`config.mk`:
```
export PLATFORM = sky130hd
export DESIGN_NAME = conv1d_filter_sched
export DESIGN_NICKNAME = d
export VERILOG_FILES = /design/src/rtl/conv1d_filter_sched.sv
export SDC_FILE = /design/constraint.sdc
export NUM_CORES = 1
export LEC_CHECK = 0
export ABC_CLOCK_PERIOD_IN_PS = 1750
export BUFFER_PORTS_ARGS = -buffer_cell sky130_fd_sc_hd__clkbuf_2
export CAP_MARGIN = 15
export CORE_MARGIN = 2
export CORE_UTILIZATION = 46
export CTS_CLUSTER_SIZE = 30
export DETAILED_ROUTE_END_ITERATION = 10
export GPL_TIMING_DRIVEN = 0
export PLACE_DENSITY = 0.8
export RECOVER_POWER = 25
export REMOVE_ABC_BUFFERS = 1
export SYNTH_ARGS = -nofsm -noshare
export SYNTH_HDL_FRONTEND = slang
export SYNTH_SLANG_ARGS = --single-unit
```
`constraint.sdc`:
```
create_clock -name clk_i -period 1.75 [get_ports clk_i]
set_input_delay 0.175 -clock clk_i [delete_from_list [all_inputs] [get_ports clk_i]]
set_output_delay 0.175 -clock clk_i [all_outputs]
set_load 0.01 [all_outputs]
```
`src/rtl/conv1d_filter_sched.sv`:
```
`default_nettype none
// ============================================================================
// Module   : conv1d_filter_sched
// Brief    : Sequencer for the conv1d filter loop. Tracks window position and
//            filter index while the recycler replays a frame once per filter.
//            It issues weight/bias reads so that their data lands alongside
//            the registered window tag, and it flags framing errors.
// Revision : 1.0 - initial release
// ============================================================================
module conv1d_filter_sched #(
  parameter int FRAME_LEN   = 50,
  parameter int NUM_FILTERS = 8,
  parameter int POS_BW      = $clog2(FRAME_LEN),
  parameter int FILT_BW     = (NUM_FILTERS > 1) ? $clog2(NUM_FILTERS) : 1
) (
  input  logic               clk_i,
  input  logic               rst_i,
  input  logic               enable_i,
  input  logic               win_valid_i,
  input  logic               win_last_i,
  output logic               win_ready_o,
  output logic               wmem_rd_en_o,
  output logic [FILT_BW-1:0] wmem_addr_o,
  output logic [FILT_BW-1:0] bias_addr_o,
  output logic               valid_o,
  input  logic               ready_i,
  output logic [FILT_BW-1:0] filter_idx_o,
  output logic [POS_BW-1:0]  pos_o,
  output logic               first_o,
  output logic               pass_last_o,
  output logic               frame_last_o,
  output logic               frame_done_o,
  output logic               err_o
);

  typedef enum logic [1:0] {
    S_IDLE  = 2'd0,
    S_RUN   = 2'd1,
    S_FLUSH = 2'd2
  } state_t;

  localparam logic [POS_BW-1:0]  c_pos_last  = POS_BW'(FRAME_LEN - 1);
  localparam logic [FILT_BW-1:0] c_filt_last = FILT_BW'(NUM_FILTERS - 1);

  state_t              r_state;
  logic [POS_BW-1:0]   r_pos;
  logic [FILT_BW-1:0]  r_filt;

  logic w_out_free;
  logic w_accept;
  logic w_pos_last;
  logic w_filt_last;

  // The single output register can take a new tag when empty or being drained.
  assign w_out_free  = ~valid_o | ready_i;
  assign w_pos_last  = (r_pos == c_pos_last);
  assign w_filt_last = (r_filt == c_filt_last);
  assign w_accept    = win_valid_i & win_ready_o;

  // Read strobe and addresses issue in the accept cycle so data meets the tag.
  assign wmem_rd_en_o = w_accept;
  assign wmem_addr_o  = r_filt;
  assign bias_addr_o  = r_filt;

  // Window handshake: new frames start only when enabled; FLUSH blocks input.
  always_comb begin
    win_ready_o = 1'b0;
    unique case (r_state)
      S_IDLE:  win_ready_o = enable_i & w_out_free;
      S_RUN:   win_ready_o = w_out_free;
      S_FLUSH: win_ready_o = 1'b0;
      default: win_ready_o = 1'b0;
    endcase
  end

  // Frame FSM, position/filter counters, output tag register and error flag.
  always_ff @(posedge clk_i) begin
    if (rst_i) begin
      r_state      <= S_IDLE;
      r_pos        <= '0;
      r_filt       <= '0;
      valid_o      <= 1'b0;
      filter_idx_o <= '0;
      pos_o        <= '0;
      first_o      <= 1'b0;
      pass_last_o  <= 1'b0;
      frame_last_o <= 1'b0;
      frame_done_o <= 1'b0;
      err_o        <= 1'b0;
    end else begin
      frame_done_o <= 1'b0;

      if (w_accept) begin
        valid_o      <= 1'b1;
        filter_idx_o <= r_filt;
        pos_o        <= r_pos;
        first_o      <= (r_pos == '0);
        pass_last_o  <= w_pos_last;
        frame_last_o <= w_pos_last & w_filt_last;
        // Counters remain authoritative; a mismatching last flag only sets err.
        if (win_last_i != w_pos_last) begin
          err_o <= 1'b1;
        end
        if (w_pos_last) begin
          r_pos  <= '0;
          r_filt <= w_filt_last ? '0 : r_filt + FILT_BW'(1);
        end else begin
          r_pos <= r_pos + POS_BW'(1);
        end
      end else if (ready_i) begin
        valid_o <= 1'b0;
      end

      unique case (r_state)
        S_IDLE: begin
          if (w_accept) begin
            r_state <= S_RUN;
          end
        end
        S_RUN: begin
          if (w_accept & w_pos_last & w_filt_last) begin
            r_state <= S_FLUSH;
          end
        end
        S_FLUSH: begin
          // Only the frame_last tag can be pending here; its drain ends the frame.
          if (valid_o & ready_i & frame_last_o) begin
            r_state      <= S_IDLE;
            frame_done_o <= 1'b1;
          end
        end
        default: r_state <= S_IDLE;
      endcase
    end
  end

endmodule
`default_nettype wire
```
==> flow_summary.ini, run 1 <==
[drt]
drc = 0
vias = 1118
drt.antenna.violating_nets = 0
wirelength_mm = 2.75
drt_iter0_drc = 34
firstDrtPassIters = 4
avgViaCountPerCell = 5.53
wl_per_cell_um = 13.6

[global_route]
track_usage_pct = 21.1
antenna_found_initial = 0
grt_pass1_vias = 1009
gr-total-overflow = 0
grt_first_pass_wirelength_mm = 4.39
grt_max_degree = 30

[final_layout]
antennaDiodeCount = 0
final_cell_mix = nand2_1 (27), clkbuf_2 (27), dfxtp_1 (24)
nFillCells = 211
fin_cells = 202
drive_gt1_share_pct = 27.6
fin_util_pct = 60.7
fin_nets = 187
layout-area-overhead-vs-synth_pct = 21.7

[place]
globalplace.congestion = 0.745
portBuffers = 28
dp_hpwl_mm = 1.48
dp_cells = 188
post-place-ws_ns = -0.709

[clock_network]
clockBufferDepth = 2
tritoncts = done
clk_pin_slew_worst_paths_ns = 0.13
cts_sinks = 26
root_buffer = clkbuf_4
worstSkewPairLatency_ns = 0.31
htreeDepth = 1
numCtsBuffers = 3

[job]
cap_violations = 0

[critical_path]
crit_path_top_delay_cell = or4b_4
cp.required_ns = 1.57
cp_top_family = simple AND/OR/NAND/NOR gates
startpoint_type = register
crit_chain = nor2_2 -> or4b_4 -> clkinvlp_4 -> buf_2
cpPeakStageDelay_ns = 0.60
end_kind = output pin
worst_ep_arrival_time_ns = 1.58
crit_type = reg -> out
crit_fanout = 5
crit_path_start = r_state[0]
r2r-start = r_state[0]
crit_buf_inv = 2

[yosys]
synth_area_leaders = dfxtp_1 (46%), nand2_1 (8.9%), a21oi_1 (8.8%)
synth_cells = 144
syn_area_per_cell_um2 = 7.88
syn_area_um2 = 1130
ys_ff_latch = 26
yosysTopAreaCellShare_pct = 45.9
yosysTopAreaCell = dfxtp_1
yosysSeqAreaShare_pct = 45.9
yosysWarnings = 0
yosysUniqueCellTypes = 25

[pwr]
cellLeakagePower_nw = 0.556
p_total_mw = 0.983
peakVddDrop_mv = 0.657
cellPowerDensity_nw_per_um2 = 711

[die]
core_area_um2 = 2280
dieArea_um2 = 2880
die_x_um = 53.7
fp.dieH_um = 53.7
initial_utilization_pct = 49.9
ios = 29
rows = 17

[sta]
setup_slack_ns = -0.00865
fin_skew_ns = 0.000762
rsz0062_at_grt = true
clock.fmax_ghz = 0.569
drv_slew = 0
slew_headroom_pct = 62.4
timing.hold.ws_ns = 0.0943
tightest_slew_ns = 0.564
hold_viol_final = 0
fin_crit_ns = 1.76
period_share_pct = 100
finalSetupViolCount = 1

[status]
status = finished with violations
violations = negative setup slack

[min_path]
hold_start = win_last_i
holdCritPathClass = in -> reg
==> cells in the mapped netlist <==
cell       n
a2111o_1   1
a211oi_1   1
a21oi_1   20
a31oi_1    1
and3_1     1
and4_1     1
buf_2      3
buf_4      3
clkbuf_1   6
dfxtp_1   26
ha_1       5
inv_1      6
nand2_1   27
nand3_1   11
nand3b_1   1
nand4_1    2
nand4b_1   1
nor2_1    12
nor2b_1    1
nor3_1     1
o211ai_1   1
o21ai_0    7
or3_1      2
or4_1      3
or4b_1     1
==> layout make-up <==
type	instances	area (um^2)	share of cell area (%)
clock buffers	3	22.5	1.63
well taps	28	35.0	2.54
repair buffers	36	200	14.5
repair inverters	1	5.00	0.362
multi-input cells	102	569	41.2
inverters	6	26.3	1.90
flip-flops and latches	26	523	37.9
==> registers in the layout, indices dropped and copies added, names as in the netlist <==
register and cells:
r_pos 6, frame_done_o 1, pass_last_o 1, r_state 2, filter_idx_o 3, bias_addr_o 3
frame_last_o 1, pos_o 6, valid_o 1, err_o 1, first_o 1
==> worst min-delay path, delay by kind of cell <==
family,cells,cell delay (ns)
AND/OR/NAND/NOR,1,0.05
buffers and inverters,1,0.09
AO/OA/AOI/OAI,1,0.06
==> per-stage QoR <==
stage / TNS [ns] / cell area (um^2)
CTS: -0.0215 / 1360
detailed placement: -15.15 / 1250
finish: -0.00865 / 1380
global placement: -14.44 / 1250
global route: -0.0715 / 1380
floorplan: -6.05 / 1070
==> power breakdown <==
part	switching [mW]	total [mW]	internal, mW
Clock	0.164	0.245	0.0806
Sequential	0.00944	0.614	0.604
Combinational	0.0776	0.124	0.0467
==> what timing repair did <==
action	in CTS	in global routing
hold buffers	0	0
endpoints found under the setup margin	26	6
pin swaps	1	0
buffers inserted	5	3
gates resized for setup	7	2
cloned	3	0
==> final timing paths <==
kind         slack [ns]             end  depth (start not counted)
max              -0.009    wmem_rd_en_o                          4
min                0.09           err_o                          3
max reg2reg        0.03  bias_addr_o[0]                          4
min reg2reg        0.46        pos_o[4]                          2
==> metal layers <==
layer  routed length (um)  global-route usage, %  up-vias
met5                    0                      0        -
met4                    0                   4.27        0
met3                  144                   6.11        0
met2                 1320                   36.8       39
met1                 1280                   25.5      518
li1                     -                      -      561
==> logic make-up (layout without fill, tap and decap cells) <==
| logic type | after synthesis | in the layout | share of synthesized area (%) |
|---|---|---|---|
| compound gates | 31 | 31 | 14.8 |
| simple gates | 64 | 66 | 26.6 |
| buf+inv | 18 | 46 | 7.28 |
| fa+ha+maj | 5 | 5 | 5.51 |
| flops | 26 | 26 | 45.9 |
(Power assumes the default switching activity.)
==> inputs of run 2 (changes only) <==
--- a/config.mk
+++ b/config.mk
@@ -13,9 +13,11 @@
 export CTS_CLUSTER_SIZE = 30
 export DETAILED_ROUTE_END_ITERATION = 10
 export GPL_TIMING_DRIVEN = 0
+export MAX_ROUTING_LAYER = met4
 export PLACE_DENSITY = 0.8
 export RECOVER_POWER = 25
 export REMOVE_ABC_BUFFERS = 1
+export SETUP_SLACK_MARGIN = 0.4
 export SYNTH_ARGS = -nofsm -noshare
 export SYNTH_HDL_FRONTEND = slang
 export SYNTH_SLANG_ARGS = --single-unit
==> run 2 against run 1 <==
- the run still ends with negative setup slack left
- sequential cell count unchanged
- clock power up 3%
- final cell count up 2.0%
- global-route usage up 1.0 points
- core utilization up 6.0 points
- power up 4.7%
- critical path depth unchanged
- via count up 2.4%
- critical path type unchanged
==> flow_summary.ini, run 2 (synthesis gave the netlist of run 1 again) <==
[final_layout]
fin_cells = 206
layout-area-overhead-vs-synth_pct = 33.8
fin_nets = 191
final_cell_mix = clkbuf_2 (27), dfxtp_1 (23), nand2_1 (21)
final_common_cell = clkbuf_2
drive_gt1_share_pct = 41.6
top_regs = pos_o x6, r_pos x6
antennaDiodeCount = 0
nFillCells = 206

[drt]
drt_iter0_drc = 26
drc = 0
wl_per_cell_um = 14.4
drt.antenna.violating_nets = 0
wirelength_mm = 2.97
avgViaCountPerCell = 5.56
vias = 1145
firstDrtPassIters = 4

[pwr]
peakVddDrop_mv = 0.669
cellLeakagePower_nw = 0.588
p_total_mw = 1.03
cellPowerDensity_nw_per_um2 = 678

[die]
ios = 29
die_x_um = 53.7
fp.dieH_um = 53.7
rows = 17
initial_utilization_pct = 49.9
core_area_um2 = 2280
dieArea_um2 = 2880

[min_path]
hold_path_depth = 3
hold_end = err_o
hold_start = win_last_i
holdCritPathClass = in -> reg

[sta]
timing.hold.ws_ns = 0.0981
slew_headroom_pct = 54.7
period_share_pct = 100
fin_crit_ns = 1.75
clock.fmax_ghz = 0.571
finalSetupViolCount = 1
fin_skew_ns = 0.00424
hold_viol_final = 0
drv_slew = 0
setup_slack_ns = -0.00121
rsz0062_at_grt = true
tightest_slew_ns = 0.680

[place]
portBuffers = 28
globalplace.congestion = 0.755
dp_hpwl_mm = 1.48
dp_cells = 188

[global_route]
grt_first_pass_wirelength_mm = 4.47
gr-total-overflow = 0
grt_pass1_vias = 983
grt_max_degree = 30
antenna_found_initial = 0
track_usage_pct = 22.1

[critical_path]
cp.required_ns = 1.57
crit_type = reg -> out
end_kind = output pin
r2r_end = r_pos[2]
crit_fanout = 5
startpoint_type = register
r2r-start = r_state[0]
r2r_slack_ns = 0.04
r2r_cells = 4
worst_ep_arrival_time_ns = 1.58

[job]
cap_violations = 0

[clock_network]
numCtsBuffers = 3
root_buffer = clkbuf_4
worstSkewPairLatency_ns = 0.32
clockBufferDepth = 2
htreeDepth = 1
cts_sinks = 26
tritoncts = done
cts_hold_buf = 0
clk_pin_slew_worst_paths_ns = 0.13

[status]
status = finished with violations
violations = negative setup slack
[run 2: layer usage]
| metal | vias to the layer above | routed length (um) | track usage [%] |
|---|---|---|---|
| li1 | 566 | - | - |
| met1 | 530 | 1340 | 26.7 |
| met2 | 41 | 1420 | 36.0 |
| met3 | 8 | 157 | 6.67 |
| met4 | 0 | 44 | 5.13 |
| met5 | - | 0 | - |
[run 2: what timing repair did]
item                                    in CTS  in global routing
gates resized for setup                     12                 30
setup buffers                                6                  4
endpoints found under the setup margin      26                 26
cloned                                       4                  1
pin swaps                                    8                 14
[run 2: cell type report]
cell class              instances  area, um^2  share of cell area, %
inverters                       6        26.3                   1.73
multi-input cells             102         656                   43.2
flip-flops and latches         26         524                   34.5
repair buffers                 39         240                   15.8
repair inverters                2        15.0                  0.988
well taps                      28        35.0                   2.31
clock buffers                   3        22.5                   1.48
[run 2: report_power, final]
group / internal [mW] / switching [mW]
Sequential: 0.605 / 0.0109
Clock: 0.0808 / 0.171
Combinational: 0.0673 / 0.0948
Total: 0.753 / 0.277
[run 2: worst max path at each step]
| stage | to | startpoint | slack (ns) | cells past startpoint |
|---|---|---|---|---|
| 2_1_floorplan | r_pos[5] | valid_o | -0.33 | 5 |
| 3_3_place_gp | r_state[1] | r_state[0] | -0.68 | 5 |
| 3_5_place_dp | r_state[1] | r_state[0] | -0.71 | 5 |
| 4_1_cts | wmem_rd_en_o | r_state[0] | -0.01 | 4 |
| 5_1_grt | wmem_rd_en_o | r_state[0] | -0.05 | 4 |
| 6_report | wmem_rd_en_o | r_state[0] | -0.001 | 4 |
[run 2: critical path, stage by stage (launching register included)]
cell	delay [ns]
dfxtp_2	0.38
nor2_4	0.05
or4b_4	0.60
clkinvlp_4	0.12
buf_6	0.10
[run 2: per-stage QoR]
stage	setup WS, ns	utilization [%]	setup TNS [ns]	instance area (um^2)
detailed placement	-0.709	54.9	-15.15	1250
floorplan	-0.333	-	-6.05	1070
CTS	-0.0141	60.7	-0.0207	1380
global placement	-0.680	54.9	-14.44	1250
finish	-0.00121	66.7	-0.00121	1520
global route	-0.0453	66.7	-0.0669	1520
==> inputs of run 3 (changes only) <==
--- a/config.mk
+++ b/config.mk
@@ -14,7 +14,7 @@
 export DETAILED_ROUTE_END_ITERATION = 10
 export GPL_TIMING_DRIVEN = 0
 export MAX_ROUTING_LAYER = met4
-export PLACE_DENSITY = 0.8
+export PLACE_DENSITY = 0.77
 export RECOVER_POWER = 25
 export REMOVE_ABC_BUFFERS = 1
 export SETUP_SLACK_MARGIN = 0.4
==> run 3 against run 2 <==
- the run still ends with negative setup slack left
- core utilization is 3.0 points higher
- sequential cell count unchanged
- final cell count grew 2.9%
- first-iteration DRC count up 31%
- combinational power up 5%
- critical path type is now reg -> reg
- largest cell class unchanged
- largest power group unchanged
==> flow_summary.ini, run 3 (synthesis gave the netlist of run 1 again) <==
[status]
status = finished with violations
violations = negative setup slack

[pwr]
cellPowerDensity_nw_per_um2 = 760
cellLeakagePower_nw = 0.607
p_total_mw = 1.21
peakVddDrop_mv = 0.524

[sta]
clock.fmax_ghz = 0.564
fin_crit_ns = 1.77
setup_slack_ns = -0.0226
slew_headroom_pct = 57.2
period_share_pct = 101
hold_viol_final = 0
drv_slew = 0
rsz0062_at_grt = true
tightest_slew_ns = 0.642
fin_skew_ns = 0.0118
finalSetupViolCount = 4

[clock_network]
clk_pin_slew_worst_paths_ns = 0.15
worstSkewPairLatency_ns = 0.33
htreeDepth = 1
numCtsBuffers = 3
tritoncts = done
cts_sinks = 26
clockBufferDepth = 2
root_buffer = clkbuf_4

[global_route]
antenna_found_initial = 0
grt_max_degree = 30
gr-total-overflow = 0
track_usage_pct = 24.9
grt_pass1_vias = 975
grt_first_pass_wirelength_mm = 4.93

[final_layout]
final_cell_area_um2 = 1590
fin_cells = 212
top_regs = pos_o x6, r_pos x6
antennaDiodeCount = 0
layout-area-overhead-vs-synth_pct = 39.9
final_cell_mix = nand2_1 (26), dfxtp_1 (22), clkbuf_2 (20)
final_common_cell = nand2_1
drive_gt1_share_pct = 38.6
fin_nets = 196

[job]
cap_violations = 0

[min_path]
hold_start = win_last_i
holdCritPathClass = in -> reg

[place]
placedInstanceArea_um2 = 1250
globalplace.congestion = 0.724
portBuffers = 28
dp_hpwl_mm = 1.50
post-place-ws_ns = -0.697
dp_cells = 188

[critical_path]
crit_chain = nor2b_4 -> or4b_4 -> clkinvlp_4 -> buf_6 -> buf_6 -> buf_6 -> or3_1 -> o211ai_1
crit_path_start = valid_o
crit_type = reg -> reg
cp_top_family = simple AND/OR/NAND/NOR gates
end_kind = register
startpoint_type = register
cp.required_ns = 1.97
crit_path_top_delay_cell = or4b_4
crit_fanout = 6
worst_ep_arrival_time_ns = 1.99
crit_top_cell = buf_6
r2r-start = valid_o
cpPeakStageDelay_ns = 0.55
crit_buf_inv = 4

[die]
die_x_um = 53.7
initial_utilization_pct = 49.9
dieArea_um2 = 2880
ios = 29
fp.dieH_um = 53.7
core_area_um2 = 2280
rows = 17

[drt]
vias = 1227
drc = 0
avgViaCountPerCell = 5.79
wirelength_mm = 3.27
drt.antenna.violating_nets = 0
wl_per_cell_um = 15.4
firstDrtPassIters = 4
drt_iter0_drc = 34
-- run 3: cell count changes in the layout (fill, tap and decap cells not counted), moves of 2 or more --
cell / change
a21oi_2: -4
a21oi_1: +4
clkbuf_1: +6
nand3_1: -2
clkbuf_2: -7
nand2_1: +5
o21ai_2: +2
buf_4: +3
nand2_2: -5
o21ai_1: -2
-- run 3: worst register-to-register path: stages, from the launching register on --
cell	delay, ns
dfxtp_2	0.35
nor2b_4	0.12
or4b_4	0.55
clkinvlp_4	0.13
buf_6	0.09
buf_6	0.09
buf_6	0.11
or3_1	0.11
o211ai_1	0.11
-- run 3: metrics by stage --
stage          setup TNS, ns  utilization, %  hold slack (ns)
6_report             -0.0493            69.8           0.0615
5_1_grt               -0.379            69.8           0.0778
4_1_cts              -0.0110            67.4           0.0619
3_5_place_dp          -14.41            54.9            0.424
3_3_place_gp          -13.93            54.9            0.422
2_1_floorplan          -6.05               -            0.244
-- run 3: timing repair --
action / 4_1_cts / 5_1_grt
hold buffers: 0 / 0
setup buffers: 10 / 4
gates resized for setup: 32 / 11
endpoints found under the setup margin: 26 / 27
pin swaps: 10 / 2
gates cloned: 6 / 0
-- run 3: power by group --
group          internal, mW  switching [mW]
Clock                 0.232           0.188
Combinational        0.0744          0.0960
Sequential            0.605          0.0112
-- run 3: final timing paths --
kind	end	slack (ns)	cells after the start
setup / recovery	r_pos[5]	-0.02	8
hold / removal	err_o	0.06	3
setup reg to reg	r_pos[5]	-0.02	8
hold reg to reg	filter_idx_o[2]	0.46	2
-- run 3: cell type report --
type,instances,area (um^2)
clock buffers,3,22.5
clock inverters,1,30.0
fillers,178,688
inverters,6,26.3
multi-input cells,103,667
flip-flops and latches,26,526
well taps,28,35.0
repair buffers,43,267
repair inverters,2,15.0
-- run 3: layer usage --
metal	up-vias	part of all wire (%)	GRT usage (%)
met5	-	0	-
met4	0	3.1	13.7
met3	12	6.2	5.28
met2	49	49	37.6
met1	582	42	30.9
li1	584	-	-
